File: src/rtl/signed_shift_add_mult.sv
// signed_shift_add_mult
//
// Sequential signed (two's-complement) multiplier built from a small
// control FSM and an A/B/X/M datapath. The multiplier is loaded into B,
// the multiplicand is latched into M on start, and the product is built
// one multiplier bit at a time. Each bit gets an add step followed by an
// arithmetic right shift. The final (sign) bit uses a subtract step, which
// supplies the two's-complement correction. The 2*WIDTH-bit product ends
// up in {A,B}, with X holding the sign extension of A.
//
// Configuration macro:
//   SIGNED_MULT_SKIP_ZERO_EN - when defined, the FSM skips ADD/SUB for
//   multiplier bits that are 0. Latency then becomes
//   1+WIDTH+popcount(B_loaded) edges, and the product is unchanged.
//   When the macro is undefined, latency is fixed at 1+2*WIDTH edges.
//
// Ports:
//   clk           system clock
//   reset         synchronous, active-high reset
//   clearA_loadB  in IDLE: clear A and X, load B from sw (wins over execute)
//   execute       in IDLE: start a multiplication; hold to stay in DONE
//   sw[WIDTH-1:0] multiplier on load, multiplicand on start
//   A[WIDTH-1:0]  product high half / accumulator
//   B[WIDTH-1:0]  product low half / multiplier shift register
//   X             sign-extension bit of A
//   busy          high in CLR, ADD, SUB and SHIFT
//   done          high in DONE
module signed_shift_add_mult #(
  parameter int WIDTH = 8
) (
  input  logic             clk,
  input  logic             reset,
  input  logic             clearA_loadB,
  input  logic             execute,
  input  logic [WIDTH-1:0] sw,
  output logic [WIDTH-1:0] A,
  output logic [WIDTH-1:0] B,
  output logic             X,
  output logic             busy,
  output logic             done
);

  localparam int CW = $clog2(WIDTH) + 1;
  localparam logic [CW-1:0] LAST_BIT     = CW'(WIDTH - 1);
  localparam logic [CW-1:0] PENULT_BIT   = CW'(WIDTH - 2);

  typedef enum logic [2:0] {
    S_IDLE,
    S_CLR,
    S_ADD,
    S_SUB,
    S_SHIFT,
    S_DONE
  } state_t;

  state_t           state_q, state_d;
  logic [WIDTH-1:0] a_q, a_d;
  logic [WIDTH-1:0] b_q, b_d;
  logic [WIDTH-1:0] m_q, m_d;
  logic             x_q, x_d;
  logic [CW-1:0]    cnt_q, cnt_d;
  logic             busy_q, busy_d;
  logic             done_q, done_d;
  logic [WIDTH:0]   sum_ext;

  // State register and all datapath flops.
  // NOTE: sequential state uses non-blocking assignments only. This keeps
  // every flop sampling its pre-edge value regardless of evaluation order.
  always_ff @(posedge clk) begin
    // NOTE: reset is synchronous. It is sampled only on clk and can
    // abort a multiplication in any state.
    if (reset) begin
      state_q <= S_IDLE;
      a_q     <= '0;
      b_q     <= '0;
      m_q     <= '0;
      x_q     <= 1'b0;
      cnt_q   <= '0;
      busy_q  <= 1'b0;
      done_q  <= 1'b0;
    end else begin
      state_q <= state_d;
      a_q     <= a_d;
      b_q     <= b_d;
      m_q     <= m_d;
      x_q     <= x_d;
      cnt_q   <= cnt_d;
      busy_q  <= busy_d;
      done_q  <= done_d;
    end
  end

  // Next-state logic.
  // NOTE: every variable written in an always_comb gets a default first.
  // This prevents an unassigned path from inferring a latch.
  always_comb begin
    state_d = state_q;
    unique case (state_q)
      S_IDLE: begin
        if (!clearA_loadB && execute) state_d = S_CLR;
      end
      S_CLR: begin
        // cnt restarts at 0, which is never the last bit since WIDTH >= 2.
`ifdef SIGNED_MULT_SKIP_ZERO_EN
        state_d = b_q[0] ? S_ADD : S_SHIFT;
`else
        state_d = S_ADD;
`endif
      end
      S_ADD, S_SUB: state_d = S_SHIFT;
      S_SHIFT: begin
        if (cnt_q == LAST_BIT) begin
          state_d = S_DONE;
        end else begin
          // b_q[1] becomes B[0] after this shift, so it decides the next step.
`ifdef SIGNED_MULT_SKIP_ZERO_EN
          if (!b_q[1])                    state_d = S_SHIFT;
          else if (cnt_q == PENULT_BIT)   state_d = S_SUB;
          else                            state_d = S_ADD;
`else
          state_d = (cnt_q == PENULT_BIT) ? S_SUB : S_ADD;
`endif
        end
      end
      S_DONE: begin
        if (!execute) state_d = S_IDLE;
      end
      default: state_d = S_IDLE;
    endcase
  end

  // Datapath. The add/sub runs in WIDTH+1 bits so that the carry-out lands
  // in X as the true sign of the partial product.
  always_comb begin
    a_d     = a_q;
    b_d     = b_q;
    m_d     = m_q;
    x_d     = x_q;
    cnt_d   = cnt_q;
    sum_ext = (state_q == S_SUB) ? ({a_q[WIDTH-1], a_q} - {m_q[WIDTH-1], m_q})
                                 : ({a_q[WIDTH-1], a_q} + {m_q[WIDTH-1], m_q});
    unique case (state_q)
      S_IDLE: begin
        if (clearA_loadB) begin
          a_d = '0;
          x_d = 1'b0;
          b_d = sw;
        end
      end
      S_CLR: begin
        m_d   = sw;
        a_d   = '0;
        x_d   = 1'b0;
        cnt_d = '0;
      end
      S_ADD, S_SUB: begin
        if (b_q[0]) {x_d, a_d} = sum_ext;
      end
      S_SHIFT: begin
        // Arithmetic shift of {X,A,B}: X replicates into A's MSB.
        a_d   = {x_q, a_q[WIDTH-1:1]};
        b_d   = {a_q[0], b_q[WIDTH-1:1]};
        cnt_d = cnt_q + CW'(1);
      end
      default: ;
    endcase
  end

  // Status outputs are decoded from the next state and then registered.
  // This makes busy/done track the state without any input-to-output path.
  always_comb begin
    busy_d = 1'b0;
    done_d = 1'b0;
    unique case (state_d)
      S_CLR, S_ADD, S_SUB, S_SHIFT: busy_d = 1'b1;
      S_DONE:                       done_d = 1'b1;
      default: ;
    endcase
  end

  assign A    = a_q;
  assign B    = b_q;
  assign X    = x_q;
  assign busy = busy_q;
  assign done = done_q;

endmodule

File: config.mk
export PLATFORM = sky130hd
export DESIGN_NAME = signed_shift_add_mult
export DESIGN_NICKNAME = d
export VERILOG_FILES = /design/src/rtl/signed_shift_add_mult.sv
export SDC_FILE = /design/constraint.sdc
export NUM_CORES = 1
export LEC_CHECK = 0
export ABC_CLOCK_PERIOD_IN_PS = 3300
export CAP_MARGIN = 20
export CORE_MARGIN = 3
export CORE_UTILIZATION = 54
export DETAILED_ROUTE_END_ITERATION = 7
export PLACE_DENSITY = 0.8
export SYNTH_ARGS = -nofsm -noshare
export SYNTH_HDL_FRONTEND = slang
export SYNTH_SLANG_ARGS = --single-unit
File: constraint.sdc
create_clock -name clk -period 3.3 [get_ports clk]
set_input_delay 0.66 -clock clk [delete_from_list [all_inputs] [get_ports clk]]
set_output_delay 0.66 -clock clk [all_outputs]
set_load 0.03 [all_outputs]
After elaboration in Yosys (flattened, before gate mapping)
Cells that the tools add are included.
{"block": "classes", "addsub": 3, "n_eq_ne": 14, "muxes": 17, "reduce_logical": 12}
{"cell": "$pmux W8 S4", "n": 1}
{"cell": "$mux W8", "n": 3}
{"cell": "$pmux W8 S2", "n": 1}
{"cell": "$pmux W3 S5", "n": 1}
{"cell": "$eq A3 B2 Y1 const B", "n": 4}
{"cell": "$eq A3 B3 Y1 const B", "n": 4}
{"cell": "$add A8 B8 Y9", "n": 1}
{"cell": "$mux W3", "n": 3}
{"cell": "$mux W9", "n": 1}
{"cell": "$sub A8 B8 Y9", "n": 1}
{"cell": "$eq A4 B3 Y1 const B", "n": 2}
{"cell": "$pmux W4 S2", "n": 1}
{"cell": "$eq A3 B1 Y1 const B", "n": 2}
{"cell": "$reduce_and A3 Y1", "n": 2}
{"cell": "$mux W1", "n": 5}
{"cell": "$add A4 B1 Y4 const B", "n": 1}
{"cell": "$ne A2 B2 Y1 const B", "n": 2}
{"cell": "$reduce_bool A2 Y1", "n": 2}
{"cell": "$reduce_bool A4 Y1", "n": 1}
{"cell": "$reduce_or A4 Y1", "n": 1}
{"cell": "$logic_not A3 Y1", "n": 1}
{"cell": "$pmux W1 S3", "n": 1}
{"cell": "$reduce_bool A3 Y1", "n": 1}
{"cell": "$reduce_and A2 Y1", "n": 1}
{"cell": "3 further kinds", "n": 3}
{"block": "word_totals", "ff_bits": 34, "inputBits": 12, "output_inout_bits": 19, "wordCells": 54}

Longest topological paths before layout
{"block": "logic_depth", "ltp_word": 7, "mapped_depth": 11, "mapped_depth_nobuf": 11}

Worst setup path before layout
No wires, ideal clock.
{"block": "synth_timing", "kind": "register to register", "from": "reg m_q[0]", "to": "reg a_q[7] (netlist: A[7])", "setup_time_ns": 0.123, "t_arrival_ns": 2.334, "required_time_ns": 3.177, "setup_slack_ns": 0.843, "path_stages_with_launch": 11, "n_path_buf": 0, "period_less_slack_ns": 2.457, "cell_sequence": "dfxtp_1 inv_1 ha_1 or3b_4 o31ai_1 xor2_1 ha_1 a2111o_1 o21ai_0 xor2_1 a21oi_1"}
{"block": "synth_via", "elab_chain_cells": 4}
{"element": "start: declaration", "line": "59", "rtl": "logic [WIDTH-1:0] m_q, m_d;"}
{"element": "start signal: assignment", "line": "85", "rtl": "m_q <= m_d;"}
{"element": "$add A8 B8 Y9 / $sub A8 B8 Y9 (equally long branches)", "line": "141, 140"}
{"element": "$mux W9 *", "line": "140", "rtl": "sum_ext = (state_q == S_SUB) ? ({a_q[WIDTH-1], a_q} - {m_q[WIDTH-1], m_q})"}
{"element": "$mux W8 *", "line": "157", "rtl": "if (b_q[0]) {x_d, a_d} = sum_ext;"}
{"element": "$pmux W8 S4 *", "line": "142", "rtl": "unique case (state_q)"}
{"element": "end signal: assignment", "line": "74", "rtl": "a_q <= '0;"}
{"element": "end signal: assignment", "line": "83", "rtl": "a_q <= a_d;"}
{"element": "end: declaration", "line": "57", "rtl": "logic [WIDTH-1:0] a_q, a_d;"}
Mark *: on every way between the ends. The rest lies on a longest branch, timed or not. The select of a mux whose other input is x is not followed.
A chain may end at the register's enable or synchronous reset.

Final worst setup path
Same ends and word-level chain as after synthesis.

==> impl_results.md <==
* CP Launch Type: register
* Max_cap viols at 0
* Post-synth ARST share at 0
* First-pass DRT Iterations at 5
* Syn Area/Cell at 8.08 µm²
* RSZ-0062 raised after global routing: no
* Total gr overflow at 0
* Dpl hpwl at 3.44 mm
* Post-DRT Antenna Nets at 0
* Number of flops mapped to enable cells by yosys at 0
* CP Capture Type: register
* Synth Instances at 258
* Post-layout nets at 308
* Post-synthesis net count at 282
* Diode count at 0
* Area Overhead vs Synth at 20.1%
* Critical path fanouts, max at 6
* Crit-path max cell delay at 0.42 ns
* Vias in the first global route at 1817
* CTS clock-pin slew for the worst setup and hold paths at 0.07 ns
* Largest net degree at the start of global routing at 24
* Dominant cells by area after synthesis: dfxtp_1, nor2_1, ha_1
* Share of cells above drive strength 1 at 0.0737
* Top-count cell post-synth: nor2_1
* Leakage at 0.000939 µW
* YS warnings at 0
* Via density per instance at 5.93
* Clk sinks at 34
* Hold_buf cts at 0
* Clk Latency, worst-skew pair at 0.29 ns
* PortBufs at 30
* Die W at 68.2 µm
* Post-cts repair resize count at 0
* Synth top cells by count: nor2_1, dfxtp_1, nand2_1
* Tmin final at 2.71 ns
* Worst-Margin Slew at 0.993 ns
* CTS tree: done
* R2R depth at 11
* Setup CP Type: register to register
* Max clock buf depth at 2
* Final Wtd Congestion at 0.842
* Sequential element share of the synthesized area at 0.326
* Reg2reg end: A[7]$_SDFFE_PP0P_
* Post-synth cell types at 55
* Slew Limit Headroom at 0.335
* Worst Hold Endpoint: B[3]$_SDFFE_PP0P_
* Slowest cell on crit path: a2111oi_0
* Post-route cell area at 0.00250 mm²
* Routed len/inst at 14.9 µm
* Flops & latches, synth at 34
* Die area at 0.00464 mm²
* Hold path depth at 2
* Tcrit/Tclk final at 0.822
* GRT Total Usage at 0.233
* Final setup violation count at 0
* Worst EP required at 3.48 ns
* Leading area contributor after synthesis: dfxtp_1
* Iter 0 DRT Violations at 204
* Die H at 68.2 µm
* Core area at 0.00352 mm²
* Setup Fix Bufs, Post-CTS at 0
* Dpl cell area at 0.00239 mm²
* Post-route DRC at 0
* Clk root buf: clkbuf_8
* Setup slack, reg-to-reg at 0.59 ns
* Hold wc startpoint: B[4]$_SDFFE_PP0P_
* Wirelength, routed at 4.94 mm
* Run status: finished, final reports clean
* I/O pins at 31
* Yosys top cell area share at 0.326
* CTS Buf Count at 5
* Fin. Hold Viols at 0
* Max Fclk at 0.369 GHz
* Clock Skew at 0.00505 ns
* RR Startpoint: m_q[0]$_SDFFE_PP0P_
* PD cells at 461 mW/mm²
* # rows at 21
* Initial antenna violation count at 0
* Via Count at 1963
* Max Slew Vio Count at 0
* Cell Chain, Critical Path: inv_1 -> ha_1 -> or3b_4 -> o31ai_1 -> xor2_1 -> ha_1 -> a2111oi_0 -> a21oi_1 -> o21ai_0 -> xor2_1 -> a21oi_1
* Top_reg_cell synth: dfxtp_1
* IR drop worst, VDD at 0.000351 V
* Global-route wire length before repair at 8.22 mm
* Min-delay worst type: register to register
* Critical Path AT at 2.89 ns
* Mapped cell area at 0.00209 mm²
* H-tree depth at 2
* Initial Util at 0.592
* Final setup TNS at 0 ns
[worst max-delay path, delay by kind of cell (launching register included)]
| kind | cells | cell delay (ns) |
|---|---|---|
| compound gates | 5 | 0.94 |
| buf+inv | 1 | 0.10 |
| simple gates | 1 | 0.40 |
| xor+xnor | 2 | 0.37 |
| flops | 1 | 0.32 |
| fa+ha+maj | 2 | 0.47 |
[sequential cells by signal (all words and copies together) (netlist names)]
name,cells
cnt_q,4
state_q,3
B,8
done,1
busy,1
m_q,8
A,8
X,1
[per-layer routing]
layer | track usage | wire length, µm | vias up
li1 | - | - | 985
met1 | 0.304 | 2280 | 924
met2 | 0.381 | 2410 | 47
met3 | 0.0443 | 181 | 7
met4 | 0.0868 | 68 | 0
met5 | 0 | 0 | -
[how the worst max path moves through the flow]
| stage | start | end | slack [ns] |
|---|---|---|---|
| 4_1_cts | state_q[1]$_SDFF_PP0_ | A[5]$_SDFFE_PP0P_ | 0.60 |
| 5_1_grt | state_q[1]$_SDFF_PP0_ | A[5]$_SDFFE_PP0P_ | 0.39 |
| 2_1_floorplan | m_q[0]$_SDFFE_PP0P_ | A[7]$_SDFFE_PP0P_ | 0.84 |
| 3_3_place_gp | m_q[0]$_SDFFE_PP0P_ | A[7]$_SDFFE_PP0P_ | 0.73 |
| 6_report | m_q[0]$_SDFFE_PP0P_ | A[7]$_SDFFE_PP0P_ | 0.59 |
| 3_5_place_dp | state_q[1]$_SDFF_PP0_ | A[5]$_SDFFE_PP0P_ | 0.64 |
[report_power, final]
group	internal [µW]	switching, µW
combinational	147	184
clock	211	153
sequential	433	28.0
[cell families (layout without fill, tap and decap cells)]
kind of cell / after synthesis / after routing / share of synthesized area
DFF: 34 / 34 / 0.326
adders and majority gates: 12 / 12 / 0.0756
buffers and inverters: 26 / 53 / 0.0582
AOI/OAI and AO/OA: 69 / 69 / 0.224
xor gates and xnor gates: 8 / 8 / 0.0336
and+or+nand+nor: 103 / 103 / 0.254
muxes: 6 / 6 / 0.0288
[metrics by stage]
stage	hold WS, ns	worst slack (ns)	power (µW)	util	std cells
6_report	0.493	0.588	1150	0.711	331
5_1_grt	0.516	0.392	1210	0.711	331
4_1_cts	0.496	0.602	1160	0.711	331
3_5_place_dp	0.486	0.641	793	0.680	323
3_3_place_gp	0.481	0.734	787	0.680	323
2_1_floorplan	0.454	0.843	702	-	258
[layout make-up]
type | count | area, µm²
Multi-Input combinational cell | 198 | 1290
Fill cell | 289 | 1020
Sequential cell | 34 | 681
Timing Repair Buffer | 33 | 323
Clock buffer | 8 | 110
Tap cell | 46 | 57.6
Inverter | 12 | 45.0
[cells in the final DEF, fill, tap and decap left out, types with 2 or more instances in the layout]
master and instances:
a221oi_1 5, or4b_1 2, mux2i_1 6, nor3_1 3, nand3_1 4, o21ai_0 15
a31oi_1 2, a311oi_1 8, buf_4 3, nor4_1 3, a211oi_1 2, o21a_1 5
xnor2_1 2, xor2_1 6, a21oi_1 18, dfxtp_1 34, nand3b_1 4, ha_1 11
or3_1 5, nand2_1 25, clkbuf_8 8, inv_1 12, nor2b_1 4, a211o_1 2
nor2_1 37, clkdlybuf4s50_1 30
Note: power is estimated with default switching activity, not from simulation.
